<file path="config.mk">
export PLATFORM = sky130hd
export DESIGN_NAME = mem_wb_stage
export DESIGN_NICKNAME = d
export VERILOG_FILES = /design/src/rtl/mem_wb_stage.sv
export SDC_FILE = /design/constraint.sdc
export NUM_CORES = 1
export LEC_CHECK = 0
export BUFFER_PORTS_ARGS = -buffer_cell sky130_fd_sc_hd__buf_2
export CAP_MARGIN = 20
export CORE_ASPECT_RATIO = 1.5
export CORE_MARGIN = 5
export CORE_UTILIZATION = 35
export DETAILED_ROUTE_END_ITERATION = 6
export GPL_TIMING_DRIVEN = 0
export PLACE_DENSITY = 0.65
export SYNTH_ARGS = -nofsm -noshare
export SYNTH_HDL_FRONTEND = slang
export SYNTH_SLANG_ARGS = --single-unit
</file>
<file path="constraint.sdc">
create_clock -name clk -period 4.6 [get_ports clk]
set_input_delay 0 -clock clk [delete_from_list [all_inputs] [get_ports clk]]
set_output_delay 0 -clock clk [all_outputs]
set_load 0.03 [all_outputs]
</file>
<file path="src/rtl/mem_wb_stage.sv">
// Memory-to-writeback pipeline register with load extraction, result select
// and a retired-instruction counter for the 5-stage RV32I core.
module mem_wb_stage #(
  parameter int WIDTH     = 32,
  parameter int CNT_WIDTH = 32
) (
  input  logic                 clk,
  input  logic                 rst_n,
  input  logic                 stall_w_i,
  input  logic                 flush_w_i,
  input  logic                 valid_m_i,
  input  logic                 reg_write_m_i,
  input  logic [1:0]           result_src_m_i,
  input  logic [2:0]           funct3_m_i,
  input  logic [4:0]           rd_m_i,
  input  logic [WIDTH-1:0]     alu_result_m_i,
  input  logic [WIDTH-1:0]     read_data_m_i,
  input  logic [WIDTH-1:0]     pc_plus_4_m_i,
  output logic                 valid_w_o,
  output logic                 reg_write_w_o,
  output logic [4:0]           rd_w_o,
  output logic [WIDTH-1:0]     result_w_o,
  output logic [CNT_WIDTH-1:0] retired_count_o
);

  logic                 valid_q;
  logic                 reg_write_q;
  logic [1:0]           src_q;
  logic [2:0]           f3_q;
  logic [4:0]           rd_q;
  logic [WIDTH-1:0]     alu_q;
  logic [WIDTH-1:0]     read_q;
  logic [WIDTH-1:0]     pc4_q;
  logic [CNT_WIDTH-1:0] cnt_q;

  // Update priority is reset > flush > stall > load. An instruction retires
  // on the edge it leaves W, so a flush still retires what W currently holds.
  always_ff @(posedge clk) begin
    if (!rst_n) begin
      valid_q     <= 1'b0;
      reg_write_q <= 1'b0;
      src_q       <= 2'b00;
      f3_q        <= 3'b000;
      rd_q        <= 5'd0;
      alu_q       <= '0;
      read_q      <= '0;
      pc4_q       <= '0;
      cnt_q       <= '0;
    end else begin
      if (valid_q && !stall_w_i) begin
        cnt_q <= cnt_q + 1'b1;
      end
      if (flush_w_i) begin
        valid_q     <= 1'b0;
        reg_write_q <= 1'b0;
        src_q       <= 2'b00;
        f3_q        <= 3'b000;
        rd_q        <= 5'd0;
        alu_q       <= '0;
        read_q      <= '0;
        pc4_q       <= '0;
      end else if (!stall_w_i) begin
        valid_q     <= valid_m_i;
        reg_write_q <= reg_write_m_i;
        src_q       <= result_src_m_i;
        f3_q        <= funct3_m_i;
        rd_q        <= rd_m_i;
        alu_q       <= alu_result_m_i;
        read_q      <= read_data_m_i;
        pc4_q       <= pc_plus_4_m_i;
      end
    end
  end

  logic [7:0]       load_byte;
  logic [15:0]      load_half;
  logic [WIDTH-1:0] load_data;

  // Halfword selection ignores off[0]; misaligned accesses do not trap here.
  always_comb begin
    load_byte = 8'h00;
    case (alu_q[1:0])
      2'd0:    load_byte = read_q[7:0];
      2'd1:    load_byte = read_q[15:8];
      2'd2:    load_byte = read_q[23:16];
      default: load_byte = read_q[31:24];
    endcase
    load_half = alu_q[1] ? read_q[31:16] : read_q[15:0];
    case (f3_q)
      3'b000:  load_data = {{(WIDTH-8){load_byte[7]}}, load_byte};
      3'b001:  load_data = {{(WIDTH-16){load_half[15]}}, load_half};
      3'b100:  load_data = {{(WIDTH-8){1'b0}}, load_byte};
      3'b101:  load_data = {{(WIDTH-16){1'b0}}, load_half};
      default: load_data = read_q;
    endcase
  end

  always_comb begin
    case (src_q)
      2'b01:   result_w_o = load_data;
      2'b10:   result_w_o = pc4_q;
      default: result_w_o = alu_q;
    endcase
  end

  assign valid_w_o       = valid_q;
  assign reg_write_w_o   = reg_write_q & valid_q & (rd_q != 5'd0);
  assign rd_w_o          = rd_q;
  assign retired_count_o = cnt_q;

endmodule

</file>
==> flow_metrics.env <==
export IMPL_htreeDepth=4
export IMPL_arrival_ns=2.97
export IMPL_worst_slew_pin_slew_ns=0.787
export IMPL_port_buffer_count=182
export IMPL_gp_congestion=0.942
export IMPL_syn_nets=856
export IMPL_rsz0062_at_grt="no"
export IMPL_die_area_um2=21400
export IMPL_fp_coreArea_um2=18400
export IMPL_grt_pass1_vias=6758
export IMPL_finalCritPeriodShare_pct=64.5
export IMPL_setup_viol=0
export IMPL_reg2reg_from="retired_count_o[0]"
export IMPL_vias=6569
export IMPL_die_h_um=177
export IMPL_r2r_slack_ns=2.13
export IMPL_hold_depth=4
export IMPL_antenna_found_initial=0
export IMPL_startpoint_type="register"
export IMPL_fin_crit_ns=2.97
export IMPL_routed_via_density=4.99
export IMPL_worst_hold_startpoint="stall_w_i"
export IMPL_yosys_warnings=0
export IMPL_clk_insertion_delay_late_ns=0.42
export IMPL_hold_end="retired_count_o[2]"
export IMPL_pwr_density_cell_nw_per_um2=324
export IMPL_max_stage_delay_ns=0.49
export IMPL_intPower_mw=2.24
export IMPL_syn_inst=741
export IMPL_pin_count=183
export IMPL_status="finished clean"
export IMPL_pwr_share_comb_pct=12.1
export IMPL_worst_ep_required_time_ns=4.60
export IMPL_die_x_um=121
export IMPL_postSynthAreaPerCell_um2=8.76
export IMPL_p_seq_share_pct=41.6
export IMPL_n_fill_cell=1695
export IMPL_path_cells="ha_1, clkbuf_1, nor2b_1, clkbuf_1, o21ai_0, o21ai_0, buf_2"
export IMPL_firstDrtPassIters=5
export IMPL_max_cap_viol_count=0
export IMPL_start_util_pct=35.3
export IMPL_clk_pin_slew_ns=0.07
export IMPL_area_delta_synth_final_pct=45.0
export IMPL_grt_max_degree=17
export IMPL_routed_wl_mm=22.3
export IMPL_setup_tns_ns=0
export IMPL_r2r_cells=7
export IMPL_ys_seq_elements=140
export IMPL_swShare_pct=26.4
export IMPL_cts_sinks=140
export IMPL_diodes=0
export IMPL_p_leak_nw=4.03
export IMPL_clkPwrFrac_pct=46.3
export IMPL_grt_first_pass_wirelength_mm=35.2
export IMPL_track_usage_pct=20.9
export IMPL_cp_slowest_cell="nor2b_1"
export IMPL_dpl_cell_area_um2=7720
export IMPL_fin_area_um2=9410
export IMPL_switching_power_mw=0.805
export IMPL_reg2reg_to="retired_count_o[30]"
export IMPL_vdd_ir_drop_max_v=0.000292
export IMPL_hold_class="input port to register"
export IMPL_crit_path_end_kind="output pin"
export IMPL_path_class="register to output pin"
export IMPL_post_cts_buffers=0
export IMPL_clock_skew_final_ns=0.00574
export IMPL_clockBufferDepth=2
export IMPL_slew_headroom_pct=47.6
export IMPL_wl_per_cell_um=16.9
export IMPL_fin_nets=1166
export IMPL_drv_slew=0
export IMPL_synth_distinct_cells=34
export IMPL_drtAntennaViolNets=0
export IMPL_hpwl_mm=16.4
export IMPL_synthArstFlopShare_pct=0
export IMPL_root_buffer="clkbuf_16"
export IMPL_seq_area_frac_synth_pct=43.2
export IMPL_detail_route_iter0_violations=262
export IMPL_synth_flop_cell="dfxtp_1"
export IMPL_crit_fanout=10
export IMPL_grt_overflow=0
export IMPL_synth_enable_flop_cells=0
export IMPL_clock_fmax_ghz=0.337
export IMPL_hold_violations=0
export IMPL_drc=0
export IMPL_cts_resized=0
export IMPL_drive_above_1_share_pct=20.7
export IMPL_cts_tree="yes"
export IMPL_syn_cell_area_um2=6490
export IMPL_cts_made_buffers=17
export IMPL_rows=61
export IMPL_finalPower_mw=3.05
## stage by stage
| stage | setup slack, ns | hold slack [ns] | instances | utilization (%) |
|---|---|---|---|---|
| after floorplan | 2.34 | 0.144 | 741 | - |
| after global placement | 2.12 | 0.231 | 1175 | 41.9 |
| after detailed placement | 2.10 | 0.236 | 1175 | 41.9 |
| after CTS | 1.62 | 0.0843 | 1316 | 51.1 |
| after global routing | 1.51 | 0.141 | 1316 | 51.1 |
| final | 1.63 | 0.105 | 1316 | 51.1 |
## cell usage after synthesis, types with 2 or more instances
cell	instances	area [um^2]
o221ai_1	15	131
or3_1	7	43.8
or4_1	17	128
inv_1	11	41.3
buf_2	3	15.0
and4_1	3	26.3
o21ai_0	37	185
nand3_1	7	35.0
nand2b_1	4	25.0
nor4_1	5	31.3
xnor2_1	8	70.1
a21oi_1	51	255
nor2_1	138	518
nor2b_1	23	144
o211ai_1	8	60.1
clkbuf_1	40	150
mux2i_1	129	1290
nor3_1	2	10.0
ha_1	3	37.5
dfxtp_1	140	2800
buf_1	12	45.0
o31ai_1	15	113
nand4_1	8	50.1
nand2_1	43	161
xor2_1	3	26.3
## per-layer routing
metal	wire length [um]	share of wire [%]	global-route usage, %	vias up
met2	11700	52	38.5	256
met4	1220	5.5	12.4	0
met5	0	0	0	-
met1	8180	37	21.3	3021
met3	1200	5.4	4.67	69
li1	-	-	-	3223
## layout by cell type, fill, tap and decap left out, types with 2 or more instances in the layout
| cell type | count |
|---|---|
| buf_2 | 185 |
| inv_6 | 4 |
| a21oi_1 | 51 |
| and4_1 | 3 |
| clkinv_2 | 2 |
| o31ai_1 | 15 |
| o211ai_1 | 8 |
| o21ai_0 | 37 |
| inv_8 | 4 |
| buf_1 | 12 |
| nor3_1 | 2 |
| nor4_1 | 5 |
| clkbuf_1 | 40 |
| or4_1 | 17 |
| clkinv_4 | 2 |
| ha_1 | 3 |
| o221ai_1 | 15 |
| nand2b_1 | 4 |
| mux2i_1 | 129 |
| clkbuf_16 | 17 |
| nor2_1 | 138 |
| nor2b_1 | 23 |
| xnor2_1 | 8 |
| dfxtp_1 | 140 |
| xor2_1 | 3 |
| or3_1 | 7 |
| dlygate4sd3_1 | 109 |
| bufinv_16 | 2 |
| nand2_1 | 43 |
| nand3_1 | 7 |
| inv_1 | 11 |
| nand4_1 | 8 |
## worst max path at each step
stage,endpoint,depth (start not counted),from
after floorplan,retired_count_o[30],7,retired_count_o[0]
after CTS,result_w_o[30],7,src_q[0]
after global routing,result_w_o[30],8,src_q[1]
after global placement,retired_count_o[30],7,retired_count_o[0]
after detailed placement,result_w_o[30],7,src_q[0]
final,result_w_o[30],7,src_q[0]
## repair_timing
item,in CTS,in global routing
endpoints found under the setup margin,0,0
hold buffers,109,0
endpoints found under the hold margin,110,0
## registers in the layout, summed over array words and instances, names as in the netlist
signal / count
rd_w_o: 5
alu_q: 32
retired_count_o: 32
read_q: 32
src_q: 2
reg_write_q: 1
valid_w_o: 1
f3_q: 3
pc4_q: 32
## cells by family after synthesis
kind of cell / Yosys count / share of synthesized area [%]
and+or+nand+nor: 261 / 18.6
buffers and inverters: 67 / 4.05
muxes: 130 / 20.2
adders and majority gates: 3 / 0.578
DFF: 140 / 43.2
AOI/OAI and AO/OA: 129 / 11.9
xor gates and xnor gates: 11 / 1.48
## cell type report
type | count | area, um^2 | area share [%]
repair buffers | 291 | 2000 | 21.3
inverters | 11 | 41.3 | 0.439
clock inverters | 15 | 175 | 1.86
multi-input cells | 534 | 3420 | 36.4
well taps | 252 | 315 | 3.35
plain buffers | 56 | 221 | 2.35
flip-flops and latches | 140 | 2800 | 29.8
clock buffers | 17 | 425 | 4.52
## critical path, delay by kind of cell, from the launching register on
kind / cells / cell delay (ns)
buffers and inverters: 3 / 1.00
flip-flops: 1 / 0.36
AO/OA/AOI/OAI: 2 / 0.53
AND/OR/NAND/NOR: 1 / 0.49
adder cells (fa/ha/maj): 1 / 0.16
## power groups by stage
stage	logic, mW	clock network, mW	registers (mW)
floorplan	0.178	0	1.29
CTS	0.366	1.44	1.27
global placement	0.291	0	1.29
finish	0.369	1.41	1.27
detailed placement	0.293	0	1.29
global route	0.399	1.50	1.27
Power figures use the tool's default switching activity.
